$ cat src/rtl/adxl_seq_pkg.sv
// adxl_seq_pkg: shared constants and state types for the ADXL345 I2C sequencer.
//   I2C core register addresses, CR/SR bit positions, CR command bytes,
//   ADXL345 register addresses, and the sequencer / byte-op state enums.
package adxl_seq_pkg;
  localparam logic [2:0] REG_PRERLO = 3'd0;
  localparam logic [2:0] REG_PRERHI = 3'd1;
  localparam logic [2:0] REG_CTR    = 3'd2;
  localparam logic [2:0] REG_TXRRXR = 3'd3;
  localparam logic [2:0] REG_CRSR   = 3'd4;
  localparam int CR_STA   = 7;
  localparam int CR_STO   = 6;
  localparam int CR_RD    = 5;
  localparam int CR_WR    = 4;
  localparam int CR_ACK   = 3;
  localparam int SR_RXACK = 7;
  localparam int SR_TIP   = 1;
  localparam logic [7:0] CMD_STA_WR  = 8'((1 << CR_STA) | (1 << CR_WR));
  localparam logic [7:0] CMD_WR      = 8'(1 << CR_WR);
  localparam logic [7:0] CMD_WR_STO  = 8'((1 << CR_WR) | (1 << CR_STO));
  localparam logic [7:0] CMD_RD      = 8'(1 << CR_RD);
  localparam logic [7:0] CMD_RD_LAST = 8'((1 << CR_RD) | (1 << CR_ACK) | (1 << CR_STO));
  localparam logic [7:0] CMD_STO     = 8'(1 << CR_STO);
  localparam logic [7:0] CTR_EN      = 8'h80;
  localparam logic [7:0] ADXL_POWER_CTL   = 8'h2D;
  localparam logic [7:0] ADXL_DATA_FORMAT = 8'h31;
  localparam logic [7:0] ADXL_DATAX0      = 8'h32;
  localparam logic [7:0] PWR_MEASURE      = 8'h08;
  typedef enum logic [3:0] {
    IDLE, PRE_LO, PRE_HI, CORE_EN, CFG, WAIT_TICK,
    RD_ADDR, RD_REG, RD_RST, RD_BYTE, STOP, PUBLISH
  } seq_state_t;
  typedef enum logic [2:0] {B_IDLE, B_WR, B_CR, B_SR, B_RXR} op_state_t;
endpackage

$ cat src/rtl/i2c_wb_byte_op.sv
// i2c_wb_byte_op: one Wishbone-driven operation on the opencores I2C core.
//   xfer=0: single register write (adr <= dat).
//   xfer=1: TXR <= dat, CR <= cr, poll SR until TIP clears; chk flags RxACK
//   as nack, rd additionally reads RXR into rx.
//   Ports: clk, rst_n, start (1-cycle request), xfer/chk/rd/adr/dat/cr (held
//   by caller while busy), wb_* master side, done (1-cycle), nack, rx.
module i2c_wb_byte_op
  import adxl_seq_pkg::*;
(
  input  logic       clk,
  input  logic       rst_n,
  input  logic       start,
  input  logic       xfer,
  input  logic       chk,
  input  logic       rd,
  input  logic [2:0] adr,
  input  logic [7:0] dat,
  input  logic [7:0] cr,
  output logic [2:0] wb_adr,
  output logic [7:0] wb_wdat,
  input  logic [7:0] wb_rdat,
  output logic       wb_we,
  output logic       wb_stb,
  input  logic       wb_ack,
  output logic       done,
  output logic       nack,
  output logic [7:0] rx
);
  op_state_t state, nxt;
  logic gap, fin, ack;
  assign ack = wb_stb & wb_ack;
  // gap forces strobe low for one cycle after every acknowledged access
  always_ff @(posedge clk or negedge rst_n)
    if (!rst_n) begin
      state <= B_IDLE;
      gap <= 1'b0;
      done <= 1'b0;
      nack <= 1'b0;
      rx <= 8'h00;
    end else begin
      state <= nxt;
      gap <= ack;
      done <= fin;
      if (fin) nack <= state == B_SR && chk && wb_rdat[SR_RXACK];
      if (ack && state == B_RXR) rx <= wb_rdat;
    end
  always_comb begin
    nxt = state;
    fin = 1'b0;
    wb_stb = state != B_IDLE && !gap;
    wb_we = state == B_WR || state == B_CR;
    wb_adr = state == B_WR ? (xfer ? REG_TXRRXR : adr) : state == B_RXR ? REG_TXRRXR : REG_CRSR;
    wb_wdat = state == B_CR ? cr : dat;
    if (state == B_IDLE && start) nxt = B_WR;
    else if (ack)
      case (state)
        B_WR: begin
          nxt = xfer ? B_CR : B_IDLE;
          fin = !xfer;
        end
        B_CR: nxt = B_SR;
        B_SR: if (!wb_rdat[SR_TIP]) begin
          nxt = rd ? B_RXR : B_IDLE;
          fin = !rd;
        end
        B_RXR: begin
          nxt = B_IDLE;
          fin = 1'b1;
        end
        default: nxt = B_IDLE;
      endcase
  end
endmodule

$ cat src/rtl/adxl_i2c_sequencer.sv
// adxl_i2c_sequencer: autonomous I2C master sequence for the ADXL345 via the opencores I2C core.
//   Initialises the core, configures the sensor, then reads X/Y/Z every sample tick.
//   Ports: clk_clk, reset_reset_n (async active-low), enable, wb_* (8-bit Wishbone
//   master to the I2C core, cyc==stb), accel_x/y/z (signed {DATAx1,DATAx0}),
//   sample_valid (1-cycle), nack_err (sticky until next good sample), busy.
//   Build option ADXL_AVG_EN: publish the arithmetic mean of every 4 reads.
module adxl_i2c_sequencer
  import adxl_seq_pkg::*;
#(
  parameter int         CLK_HZ      = 50_000_000,
  parameter int         I2C_HZ      = 400_000,
  parameter int         SAMPLE_HZ   = 100,
  parameter logic [6:0] DEV_ADDR    = 7'h53,
  parameter logic [7:0] DATA_FORMAT = 8'h0B
) (
  input  logic        clk_clk,
  input  logic        reset_reset_n,
  input  logic        enable,
  output logic [2:0]  wb_adr_o,
  output logic [7:0]  wb_dat_o,
  input  logic [7:0]  wb_dat_i,
  output logic        wb_we_o,
  output logic        wb_stb_o,
  output logic        wb_cyc_o,
  input  logic        wb_ack_i,
  output logic [15:0] accel_x,
  output logic [15:0] accel_y,
  output logic [15:0] accel_z,
  output logic        sample_valid,
  output logic        nack_err,
  output logic        busy
);
  localparam logic [15:0] PRESCALE = 16'(CLK_HZ / (5 * I2C_HZ) - 1);
  localparam int TICK_DIV = CLK_HZ / SAMPLE_HZ;
  localparam int TW = $clog2(TICK_DIV);
  seq_state_t state, nxt, rest;
  logic [2:0] idx, op_adr;
  logic [7:0] op_dat, op_cr, rx;
  logic [5:0][7:0] data_b;
  logic [TW-1:0] cnt;
  logic run, start, done, nack, op_xfer, op_chk, op_rd;
  logic init_done, pend, tick, tick_run, pub;
  logic [15:0] pub_x, pub_y, pub_z;
  i2c_wb_byte_op u_op (
    .clk(clk_clk), .rst_n(reset_reset_n), .start(start), .xfer(op_xfer), .chk(op_chk),
    .rd(op_rd), .adr(op_adr), .dat(op_dat), .cr(op_cr), .wb_adr(wb_adr_o), .wb_wdat(wb_dat_o),
    .wb_rdat(wb_dat_i), .wb_we(wb_we_o), .wb_stb(wb_stb_o), .wb_ack(wb_ack_i),
    .done(done), .nack(nack), .rx(rx)
  );
  assign wb_cyc_o = wb_stb_o;
  assign busy = !(state inside {IDLE, WAIT_TICK});
  assign start = !(state inside {IDLE, WAIT_TICK, PUBLISH}) && !run;
  // the counter also runs in WAIT_TICK before init_done so a failed CFG gets its retry tick
  assign tick_run = init_done || state == WAIT_TICK;
  assign tick = tick_run && cnt == TW'(TICK_DIV - 1);
  assign rest = enable ? WAIT_TICK : IDLE;
`ifdef ADXL_AVG_EN
  logic signed [17:0] sum_x, sum_y, sum_z, nx_x, nx_y, nx_z;
  logic [1:0] acnt;
  assign nx_x = sum_x + 18'($signed({data_b[1], data_b[0]}));
  assign nx_y = sum_y + 18'($signed({data_b[3], data_b[2]}));
  assign nx_z = sum_z + 18'($signed({data_b[5], data_b[4]}));
  assign pub = state == PUBLISH && acnt == 2'd3;
  assign pub_x = 16'(nx_x >>> 2);
  assign pub_y = 16'(nx_y >>> 2);
  assign pub_z = 16'(nx_z >>> 2);
  always_ff @(posedge clk_clk or negedge reset_reset_n)
    if (!reset_reset_n) begin
      sum_x <= '0;
      sum_y <= '0;
      sum_z <= '0;
      acnt <= 2'd0;
    end else if (state == PUBLISH || (done && nack)) begin
      sum_x <= state == PUBLISH && !pub ? nx_x : '0;
      sum_y <= state == PUBLISH && !pub ? nx_y : '0;
      sum_z <= state == PUBLISH && !pub ? nx_z : '0;
      acnt <= state == PUBLISH ? acnt + 2'd1 : 2'd0;
    end
`else
  assign pub = state == PUBLISH;
  assign pub_x = {data_b[1], data_b[0]};
  assign pub_y = {data_b[3], data_b[2]};
  assign pub_z = {data_b[5], data_b[4]};
`endif
  always_ff @(posedge clk_clk or negedge reset_reset_n)
    if (!reset_reset_n) begin
      state <= IDLE;
      run <= 1'b0;
      idx <= 3'd0;
      init_done <= 1'b0;
      pend <= 1'b0;
      cnt <= '0;
      data_b <= '0;
      accel_x <= 16'h0000;
      accel_y <= 16'h0000;
      accel_z <= 16'h0000;
      sample_valid <= 1'b0;
      nack_err <= 1'b0;
    end else begin
      state <= nxt;
      run <= start | (run & ~done);
      idx <= nxt != state ? 3'd0 : done ? idx + 3'd1 : idx;
      pend <= state inside {IDLE, WAIT_TICK} ? 1'b0 : pend | tick;
      cnt <= !tick_run ? cnt : tick ? '0 : cnt + 1'b1;
      if (state == RD_BYTE && done) data_b[idx] <= rx;
      if (state == CFG && done && !nack && idx == 3'd5) init_done <= 1'b1;
      sample_valid <= pub;
      if (done && nack) nack_err <= 1'b1;
      else if (pub) nack_err <= 1'b0;
      if (pub) begin
        accel_x <= pub_x;
        accel_y <= pub_y;
        accel_z <= pub_z;
      end
    end
  always_comb begin
    op_xfer = 1'b1;
    op_chk = 1'b1;
    op_rd = 1'b0;
    op_adr = REG_TXRRXR;
    op_dat = 8'h00;
    op_cr = CMD_WR;
    case (state)
      PRE_LO: begin
        op_xfer = 1'b0;
        op_adr = REG_PRERLO;
        op_dat = PRESCALE[7:0];
      end
      PRE_HI: begin
        op_xfer = 1'b0;
        op_adr = REG_PRERHI;
        op_dat = PRESCALE[15:8];
      end
      CORE_EN: begin
        op_xfer = 1'b0;
        op_adr = REG_CTR;
        op_dat = CTR_EN;
      end
      STOP: begin
        op_xfer = 1'b0;
        op_adr = REG_CRSR;
        op_dat = CMD_STO;
      end
      CFG: begin
        op_dat = idx == 3'd1 ? ADXL_POWER_CTL : idx == 3'd2 ? PWR_MEASURE :
                 idx == 3'd4 ? ADXL_DATA_FORMAT : idx == 3'd5 ? DATA_FORMAT : {DEV_ADDR, 1'b0};
        op_cr = idx == 3'd0 || idx == 3'd3 ? CMD_STA_WR : idx == 3'd2 || idx == 3'd5 ? CMD_WR_STO : CMD_WR;
      end
      RD_ADDR: begin
        op_dat = {DEV_ADDR, 1'b0};
        op_cr = CMD_STA_WR;
      end
      RD_REG: op_dat = ADXL_DATAX0;
      RD_RST: begin
        op_dat = {DEV_ADDR, 1'b1};
        op_cr = CMD_STA_WR;
      end
      RD_BYTE: begin
        op_chk = 1'b0;
        op_rd = 1'b1;
        op_cr = idx == 3'd5 ? CMD_RD_LAST : CMD_RD;
      end
      default: ;
    endcase
  end
  always_comb begin
    nxt = state;
    case (state)
      IDLE: if (enable) nxt = init_done ? CFG : PRE_LO;
      PRE_LO: if (done) nxt = PRE_HI;
      PRE_HI: if (done) nxt = CORE_EN;
      CORE_EN: if (done) nxt = CFG;
      CFG: if (done) nxt = nack ? STOP : idx == 3'd5 ? rest : CFG;
      WAIT_TICK: nxt = !enable ? IDLE : (tick || pend) ? (init_done ? RD_ADDR : CFG) : WAIT_TICK;
      RD_ADDR: if (done) nxt = nack ? STOP : RD_REG;
      RD_REG: if (done) nxt = nack ? STOP : RD_RST;
      RD_RST: if (done) nxt = nack ? STOP : RD_BYTE;
      RD_BYTE: if (done && idx == 3'd5) nxt = PUBLISH;
      STOP: if (done) nxt = rest;
      PUBLISH: nxt = rest;
      default: nxt = IDLE;
    endcase
  end
endmodule

$ cat config.mk
export PLATFORM = sky130hd
export DESIGN_NAME = adxl_i2c_sequencer
export DESIGN_NICKNAME = d
export VERILOG_FILES = /design/src/rtl/adxl_seq_pkg.sv /design/src/rtl/i2c_wb_byte_op.sv /design/src/rtl/adxl_i2c_sequencer.sv
export SDC_FILE = /design/constraint.sdc
export NUM_CORES = 1
export LEC_CHECK = 0
export ABC_AREA = 1
export BUFFER_PORTS_ARGS = -buffer_cell sky130_fd_sc_hd__clkbuf_2
export CAP_MARGIN = 20
export CORE_UTILIZATION = 25
export DETAILED_ROUTE_END_ITERATION = 10
export PLACE_DENSITY = 0.51
export SLEW_MARGIN = 0
export SYNTH_ARGS = -nofsm -noshare
export SYNTH_HDL_FRONTEND = slang
export SYNTH_SLANG_ARGS = --single-unit
export TNS_END_PERCENT = 1
$ cat constraint.sdc
create_clock -name clk_clk -period 1.7 [get_ports clk_clk]
set_clock_uncertainty 0.05 [all_clocks]
set_input_delay 0.34 -clock clk_clk [delete_from_list [all_inputs] [get_ports clk_clk]]
set_output_delay 0.34 -clock clk_clk [all_outputs]
set_load 0.01 [all_outputs]
======== Yosys cells after proc, flatten, opt, wreduce, memory -nomap -nowiden ========
Cells that the tools add are included.
storage, ports and cells
  logic and storage cells ................. 147
  bits in writable memories ............... 0
  bits in latches ......................... 0
  register bits ........................... 141
  memory bits (read-only) ................. 0
  bits of input ports ..................... 12
  memories kept ........................... 0
  output and inout bits ................... 65
operators by class
  reductions and logical operators ........ 37
  muxes and demuxes ....................... 56
  multiply operators ...................... 0
  shift operators ......................... 0
  equality and inequality tests ........... 23
  $lt $le $gt $ge ......................... 2
  $add $sub $neg .......................... 2
  bitwise operators ....................... 5
  div/mod/pow operators ................... 0
operators with widths
  operator                                                               number
  8-bit 2-to-1 mux                                                       7
  8-bit case mux with 7 select lines                                     1
  48-bit bitwise mux                                                     1
  4-bit 2-to-1 mux                                                       12
  4-bit case mux with 12 select lines                                    1
  3-bit 2-to-1 mux                                                       13
  8-bit demux with 3-bit select                                          1
  8-bit case mux with 3 select lines                                     1
  19-bit by 1-bit adder with 19-bit output, second input constant        1
  19-bit equality test, second input constant                            1
  19-bit 2-to-1 mux                                                      1
  4-bit by 3-bit equality test with 1-bit output, second input constant  4
  4-bit equality test, second input constant                             4
  1-bit logical AND                                                      14
  7-bit 2-to-1 mux                                                       2
  3-bit by 2-bit equality test with 1-bit output, second input constant  4
  3-bit case mux with 4 select lines                                     1
  2-bit 2-to-1 mux                                                       5
  3-bit equality test, second input constant                             3
  3-bit case mux with 3 select lines                                     1
  4-bit by 2-bit equality test with 1-bit output, second input constant  2
  1-bit 2-to-1 mux                                                       8
  2-bit nonzero test                                                     4
  3-bit by 1-bit equality test with 1-bit output, second input constant  2
  18 further kinds                                                       31

======== Logic depth before layout (Yosys ltp) ========
Gate-level depths: netlist of the first run.
  depth in word-level cells ............... 9
  depth in mapped cells ................... 14
  gate-level depth less buffers ........... 14

======== Hierarchy ========
From an unflattened synthesis of the first run, not the netlist that was laid out.
second synthesis, totals
  cell total of the unflattened synthesis .. 836
  area total of the unflattened synthesis .. 6,742.7 sq um
by module, submodules not included
  module              area an instance (sq um)  cells each  times used  sequential area each (sq um)
  adxl_i2c_sequencer  5,859.4                   733         1           3,178.0
  i2c_wb_byte_op      883.3                     103         1           350.3

======== Worst setup path before layout of the first run ========
No wires, ideal clock.
  path type ............................... reg2out
  start ................................... reg u_op.state[2]
  end ..................................... out wb_dat_o[3]
  required time ........................... 1.310 ns
  slack ................................... -0.117 ns
  arrival ................................. 1.427 ns
  stages on the path, launching flop included .. 4
  buffers on the path ..................... 0
  cell sequence ........................... dfrtp_1 -> nor3_1 -> inv_1 -> o21ai_0
on the way
  word-level cells in the longest chain between the ends .. 2
RTL lines
  what                                            line                      RTL
  start, declared                                 i2c_wb_byte_op.sv:29      op_state_t state, nxt;
  start signal, assigned                          i2c_wb_byte_op.sv:41      state <= nxt;
  3-bit by 2-bit equality test with 1-bit output  i2c_wb_byte_op.sv:53      wb_wdat = state == B_CR ? cr : dat;
  8-bit 2-to-1 mux                                i2c_wb_byte_op.sv:53
  end, declared                                   adxl_i2c_sequencer.sv:20  output logic [7:0] wb_dat_o,
No other way between the ends.

======== Worst setup path after layout of the first run ========
  start ................................... reg idx[0]
  end ..................................... out wb_dat_o[5]
on the way
  word-level cells in the longest chain between the ends .. 7
  elaborated cells on any way between the ends .. 15
  classes of those cells .................. 5 x eq/ne; 8 x mux; 2 x reduce/logical
RTL lines
  what                                line                       RTL
  start, declared                     adxl_i2c_sequencer.sv:37   logic [2:0] idx, op_adr;
  start signal, assigned              adxl_i2c_sequencer.sv:102  idx <= nxt != state ? 3'd0 : done ? idx + 3'd1 : idx;
  3-bit equality test                 adxl_i2c_sequencer.sv:146  idx == 3'd4 ? ADXL_DATA_FORMAT : idx == 3'd5 ? DATA_FORMAT : {DEV_ADDR, 1'b0};
  8-bit 2-to-1 mux (2 in a row)       adxl_i2c_sequencer.sv:146
  8-bit 2-to-1 mux (2 in a row)       adxl_i2c_sequencer.sv:145  op_dat = idx == 3'd1 ? ADXL_POWER_CTL : idx == 3'd2 ? PWR_MEASURE :
  8-bit case mux with 7 select lines  adxl_i2c_sequencer.sv:123  case (state)
  8-bit 2-to-1 mux (*)                i2c_wb_byte_op.sv:53
Every way passes the cells marked *; elsewhere a longest branch is shown, timed or not.

==> run_results.csv, run 1 <==
group,metric,value,unit
cells_and_area,n_fill_cell,2686,
flow_run,maxCapViolCount,0,
clocking,clk_pin_slew,0.06,ns
floorplanning,fp.dieH,163,um
drt,drt_iter0_drc,392,
sta,rsz0062_at_grt,"true",
min_path,holdPathEnd,"u_op.rx[4]$_DFFE_PN0P_",
floorplanning,fp-row-count,58,
sta,hold_viol_final,0,
cells_and_area,post-route-util,34.7,%
cells_and_area,fin_cells,1316,
yosys,synth_nets,821,
power_and_ir_drop,leakage,4.60,nW
drt,ant_nets,0,
power_and_ir_drop,total_power,9.84,mW
cells_and_area,syn_to_final_growth,35.7,%
place,routabilityCongestion,0.886,
sta,tightest_slew,0.388,ns
floorplanning,design.portCount,77,
worst_setup_path,reg2reg_slack,-0.25,ns
worst_setup_path,path_cells,"buf_6, ha_4, nand2_4, a31oi_4, o31ai_2, o21ai_1, buf_2",
worst_setup_path,endpoint_kind,"output port",
grt,grt_pass1_wl,28900,um
worst_setup_path,crit_slowest_cell,"dfrtp_2",
grt,antenna_found_initial,0,
clocking,cts_tree,"done",
place,dp.cells,1278,
grt,grt_pass1_vias,5613,
grt,gr-usage-all-layers,14.1,%
drt,firstDrtPassIters,5,
cells_and_area,fin_nets,991,
worst_setup_path,critPathKind,"reg -> out",
drt,wl_per_cell,13.5,um
grt,grt_util_met2,22.2,%
worst_setup_path,r2r_end,"idx[1]$_DFFE_PN0P_",
yosys,syn-cell-area,6450,um2
sta,hold_slack,0.122,ns
place,dp_hpwl,13000,um
yosys,yosys-top-cells-area,"dfrtp_1, nand2_1, o21ai_0, inv_1, nor2_1",
yosys,ys_ff_latch,141,
sta,relSlewSlack,73.9,%
worst_setup_path,cpPeakStageDelay,0.45,ns
worst_setup_path,cp.required,1.31,ns
grt,grt_use_met3,3.23,%
clocking,cts_buffers,17,
yosys,yosys_warnings,0,
clocking,numClockSinks,141,
drt,finalWirelength,17800,um
drt,drc,0,
drt,viasPerCell,4.33,
cells_and_area,n_antenna_cell,0,
yosys,yosys.area.top_type,"dfrtp_1",
yosys,netlist.area_leader.share,54.7,%
yosys,ys_seq_area_share,54.7,%
floorplanning,initial_core_util,25.6,%
min_path,hp-class,"in -> reg",
worst_setup_path,rr_worst_depth,14,
floorplanning,die-area,26500,um2
clocking,cts-root-buf,"clkbuf_16",
floorplanning,die_w,163,um
sta,slew_violations,0,
worst_setup_path,critPathLaunchType,"flop",
sta,finalCritPeriodShare,130,%
grt,use_met1,18.9,%
clocking,cts_max_level,4,
yosys,netlist_instances,803,
place,io_buffers,76,
grt,grt_overflow,0,
worst_setup_path,arrival,1.82,ns
sta,setup_viol,21,
min_path,worstHoldStart,"wb_dat_i[4]",
grt,grt_max_degree,38,
min_path,whs_path_depth,3,
outcome,failed_checks,"setup timing",
cells_and_area,drive_gt1_share,27.8,%
power_and_ir_drop,p_per_area,1120,nW/um2
clocking,insertion_delay,0.42,ns
cells_and_area,seq_area,3540,um2
clocking,clock_path_buffers,2,
floorplanning,core_area,25300,um2
sta,max_freq,453,MHz
cells_and_area,multi_input_comb_area,2750,um2
sta,fin_ws,-0.507,ns
yosys,avgSynthCellArea,8.04,um2
worst_setup_path,worstReg2RegStart,"idx[1]$_DFFE_PN0P_",
worst_setup_path,cp_max_fo,4,
yosys,yosys.cell_types.count,34,
power_and_ir_drop,ir_drop,0.000597,V
outcome,outcome,"finished, violations left",
grt,grt_busiest_layer,"met2",
drt,vias,5697,
sta,finalWorstPathRequiredPeriod,2.21,ns
==> power breakdown <==
group / leakage, nW / internal [mW] / total (mW) / switching, mW
combinational: 2.42 / 1.12 / 2.63 / 1.51
clock: 0.271 / 1.98 / 3.54 / 1.56
sequential: 1.91 / 3.52 / 3.66 / 0.147
==> worst max-delay path, delay by kind of cell (launching register included) <==
kind,cells,cell delay (ns)
DFF,1,0.45
AOI/OAI and AO/OA,3,0.40
adders and majority gates,1,0.17
buffers and inverters,2,0.28
and+or+nand+nor,1,0.11
==> cell usage after synthesis (all sizes together) <==
master  number
nand2      312
dfrtp      141
o21ai       77
inv         71
nor2        70
nand3       34
a21oi       22
clkbuf      14
nor3        13
nand4       11
buf          8
ha           6
a31oi        5
nor4         4
o31ai        3
a22oi        2
nor3b        2
xor2         2
a211oi       1
and2         1
clkinv       1
o22ai        1
or3          1
xnor2        1
==> worst max-delay path by stage <==
stage	slack [ns]	cells past startpoint	from	end
final	-0.51	7	idx[0]$_DFFE_PN0P_	wb_dat_o[5]
after floorplan	-0.05	9	state[1]$_DFF_PN0_	wb_dat_o[7]
after global placement	-0.25	14	idx[1]$_DFFE_PN0P_	idx[0]$_DFFE_PN0P_
after global routing	-0.57	8	idx[1]$_DFFE_PN0P_	wb_dat_o[5]
after detailed placement	-0.25	14	idx[1]$_DFFE_PN0P_	idx[1]$_DFFE_PN0P_
after CTS	-0.54	8	idx[1]$_DFFE_PN0P_	wb_dat_o[5]
==> per-layer routing <==
metal	vias up	part of all wire (%)
met1	2666	48
met4	0	1.6
met5	-	0
met3	19	3.9
li1	2909	-
met2	103	46
==> cell families after synthesis <==
family                     count (synthesis)  synth area share, %
xor gates and xnor gates                   3                0.407
AOI/OAI and AO/OA                        111                 8.96
and+or+nand+nor                          448                 29.1
buffers and inverters                     94                 5.68
adders and majority gates                  6                 1.16
DFF                                      141                 54.7
==> stage by stage <==
stage	area [um2]	setup WS, ns	setup TNS [ns]
after floorplan	6460	-0.0492	-0.0492
final	8760	-0.507	-6.29
after global placement	7910	-0.252	-2.08
after CTS	8590	-0.537	-6.49
after global routing	8760	-0.573	-9.63
after detailed placement	7910	-0.254	-2.28
==> cell type report <==
type | instances | share of cell area [%]
Clock inverter | 12 | 1.19
Clock buffer | 20 | 5.21
Inverter | 72 | 3.14
Sequential cell | 141 | 40.4
Tap cell | 330 | 4.71
Timing Repair Buffer | 173 | 14.0
Multi-Input combinational cell | 568 | 31.3
==> state kept, by name, summed over array words and instances, names as in the netlist, 3 cells and up <==
register / count
data_b: 48
u_op.state: 3
idx: 3
accel_z: 16
u_op.rx: 8
accel_y: 16
state: 4
accel_x: 16
cnt: 19
==> placed cells by master, fill, tap and decap left out, types with 3 or more instances in the layout <==
cell / instances
clkbuf_16: 17
inv_1: 59
o21ai_1: 13
o21ai_0: 64
nor2_1: 54
nor4_1: 3
nand3_1: 34
ha_2: 3
buf_6: 11
clkbuf_2: 70
nand2_2: 15
nor2_2: 8
dfrtp_1: 135
clkinv_4: 4
buf_4: 80
buf_12: 6
a21oi_1: 20
nor3_2: 3
nand2_1: 291
nor2_4: 8
buf_2: 5
nor3_1: 9
inv_6: 3
nand2_4: 6
dfrtp_2: 6
inv_2: 10
nand4_1: 10
a31oi_1: 4
==> timing repair <==
action / 4_1_cts / 5_1_grt
gates resized for setup: 38 / 55
buffers inserted: 2 / 3
pin swaps: 6 / 8
endpoints found under the setup margin: 51 / 138
hold endpoints to repair: 27 / 0
hold buffers: 1 / 0
Power figures use the tool's default switching activity.
==> run 2, diff against run 1 <==
--- a/config.mk
+++ b/config.mk
@@ -11,8 +11,9 @@
 export CORE_UTILIZATION = 25
 export DETAILED_ROUTE_END_ITERATION = 10
 export PLACE_DENSITY = 0.51
-export SLEW_MARGIN = 0
+export SLEW_MARGIN = 40
 export SYNTH_ARGS = -nofsm -noshare
 export SYNTH_HDL_FRONTEND = slang
+export SYNTH_HIERARCHICAL = 1
 export SYNTH_SLANG_ARGS = --single-unit
 export TNS_END_PERCENT = 1
==> run_results.csv, run 2 <==
group,metric,value,unit
outcome,failed_checks,"DRC, setup timing",
cells_and_area,fin_cells,1373,
sta,finalCritPeriodShare,135,%
worst_setup_path,cp_max_fo,4,
cells_and_area,syn_to_final_growth,38.7,%
worst_setup_path,cp.required,1.31,ns
cells_and_area,n_antenna_cell,0,
cells_and_area,n_fill_cell,2748,
grt,grt_pass1_wl,31800,um
clocking,insertion_delay,0.43,ns
clocking,cts_max_level,4,
grt,antenna_found_initial,0,
cells_and_area,seq_area,3530,um2
drt,ant_nets,0,
sta,setup_viol,44,
clocking,cts-root-buf,"clkbuf_16",
floorplanning,initial_core_util,25.7,%
worst_setup_path,critPathLaunchType,"flop",
floorplanning,fp.dieH,166,um
outcome,outcome,"finished, violations left",
place,routabilityCongestion,0.882,
yosys,synth-edff-count,0,
drt,wl_per_cell,14.0,um
cells_and_area,top_regs,"data_b x48, cnt x19",
yosys,netlist_instances,836,
yosys,yosys.area.top_type,"dfrtp_1",
yosys,netlist.area_leader.share,52.3,%
yosys,yosys_warnings,6,
yosys,yosys.cell_types.count,45,
clocking,clk_pin_slew,0.06,ns
cells_and_area,layout_commonest_cell,"nand2_1",
floorplanning,fp-row-count,59,
floorplanning,die-area,27600,um2
place,preCtsSetupSlack,-0.261,ns
cells_and_area,layout_common_cells,"nand2_1, dfrtp_1, buf_4, clkbuf_2, inv_1",
sta,max_freq,434,MHz
clocking,cts_tree,"done",
sta,slew_violations,0,
sta,rsz0062_at_grt,"true",
drt,viasPerCell,4.30,
sta,fin_ws,-0.602,ns
clocking,numClockSinks,141,
grt,grt_overflow,0,
place,io_buffers,76,
place,dp.cells,1335,
floorplanning,core_area,26300,um2
sta,finalWorstPathRequiredPeriod,2.30,ns
yosys,synthTopCellsByCount,"nand2_1, dfrtp_1, inv_1, o21ai_0, nor2_1",
yosys,yosys-top-cells-area,"dfrtp_1, nand2_1, o21ai_0, inv_1, nor2_1",
drt,firstDrtPassIters,7,
cells_and_area,multi_input_comb_area,3100,um2
clocking,clock_path_buffers,2,
power_and_ir_drop,total_power,9.82,mW
drt,vias,5900,
place,dp_hpwl,13700,um
yosys,ys.flop_type,"dfrtp_1",
grt,grt_max_degree,50,
flow_run,maxCapViolCount,0,
cells_and_area,drive_gt1_share,33.0,%
worst_setup_path,arrival,1.91,ns
power_and_ir_drop,leakage,4.92,nW
yosys,ys_seq_area_share,52.3,%
power_and_ir_drop,ir_drop,0.000654,V
sta,fin_tns_setup,-9.11,ns
cells_and_area,top_register,"data_b",
clocking,cts_buffers,17,
power_and_ir_drop,p_per_area,1050,nW/um2
worst_setup_path,critPathKind,"reg -> out",
yosys,avgSynthCellArea,8.07,um2
floorplanning,design.portCount,77,
yosys,ys_ff_latch,141,
cells_and_area,largest_register_ffs,48,
drt,finalWirelength,19200,um
grt,gr-usage-all-layers,14.8,%
yosys,async_reset_ff_share,100,%
worst_setup_path,endpoint_kind,"output port",
cells_and_area,fin_nets,1045,
drt,drt_iter0_drc,394,
yosys,syn-cell-area,6740,um2
min_path,hp-class,"in -> reg",
yosys,yosysMostFrequentCell,"nand2_1",
drt,drc,5,
floorplanning,die_w,166,um
sta,hold_viol_final,0,
grt,grt_pass1_vias,6059,
[run 2: changes by cell type after synthesis, sizes merged, moves of 5 or more]
| cell | before | now |
|---|---|---|
| nand2 | 312 | 332 |
| a21oi | 22 | 9 |
| inv | 71 | 83 |
| mux2 | 0 | 8 |
| nand3 | 34 | 41 |
| buf | 8 | 13 |
| nor2 | 70 | 65 |
[run 2: critical path, cell delays in order, from the launching register on]
cell and delay [ns]:
dfrtp_1 0.41, buf_4 0.17, nand2_1 0.13, nor2_4 0.05, inv_1 0.12, buf_4 0.14
o211ai_1 0.08, mux2_4 0.26, clkbuf_2 0.13
[run 2: where the power goes]
part,internal [mW],switching [mW]
combinational,1.05,1.51
sequential,3.55,0.159
clock,2.05,1.50
total,6.65,3.16
[run 2: layer usage]
metal | GRT usage (%) | routed length (um) | vias up
li1 | - | - | 3029
met1 | 19.4 | 9270 | 2768
met2 | 23.6 | 8910 | 84
met3 | 2.96 | 692 | 19
met4 | 6.28 | 309 | 0
met5 | 0 | 0 | -
[run 2: final timing paths]
check                                            start  cells past startpoint  slack, ns                         to
worst max-delay path                state[2]$_DFF_PN0_                      8      -0.60                wb_dat_o[4]
worst min-delay path                       wb_dat_i[4]                      3       0.07     u_op/rx[4]$_DFFE_PN0P_
worst max register to register      idx[1]$_DFFE_PN0P_                     16      -0.38         idx[0]$_DFFE_PN0P_
worst min register to register  accel_y[5]$_DFFE_PN0P_                      2       0.42     accel_y[5]$_DFFE_PN0P_
max in group asynchronous                reset_reset_n                      3       0.65  u_op/state[1]$_DFFE_PN0P_
min in group asynchronous                reset_reset_n                      2       0.32       nack_err$_DFFE_PN0P_
[run 2: metrics by stage]
step	util, %	hold WS [ns]	area [um2]
floorplan	-	-0.00559	6800
CTS	35.1	0.0547	9220
detailed placement	32.0	0.209	8400
finish	35.6	0.0740	9350
global placement	32.0	0.207	8400
global route	35.6	0.0815	9350
[run 2: kinds of logic after synthesis]
kind of cell,count (synthesis),share of synthesized area [%]
buffers and inverters,108,6.46
AND/OR/NAND/NOR,468,29.5
other,1,0.0556
adder cells (fa/ha/maj),6,1.11
multiplexers,8,1.73
flip-flops,141,52.3
AO/OA/AOI/OAI,99,8.18
XOR/XNOR,5,0.649
[run 2: layout make-up]
class / instances / area share, %
clock buffer: 18 / 4.70
multi-input combinational: 589 / 33.1
timing repair buffer: 194 / 15.2
inverter: 84 / 3.48
tap: 335 / 4.48
sequential: 141 / 37.8
clock inverter: 12 / 1.23
[run 2: repair_timing]
action                                 in CTS  in global routing
endpoints found under the hold margin      25                  0
cloned                                      0                  0
pin swaps                                  12                  7
buffers inserted                            5                  2
hold buffers                                1                  0
setup endpoints to repair                  82                132
resized for setup                          68                 37
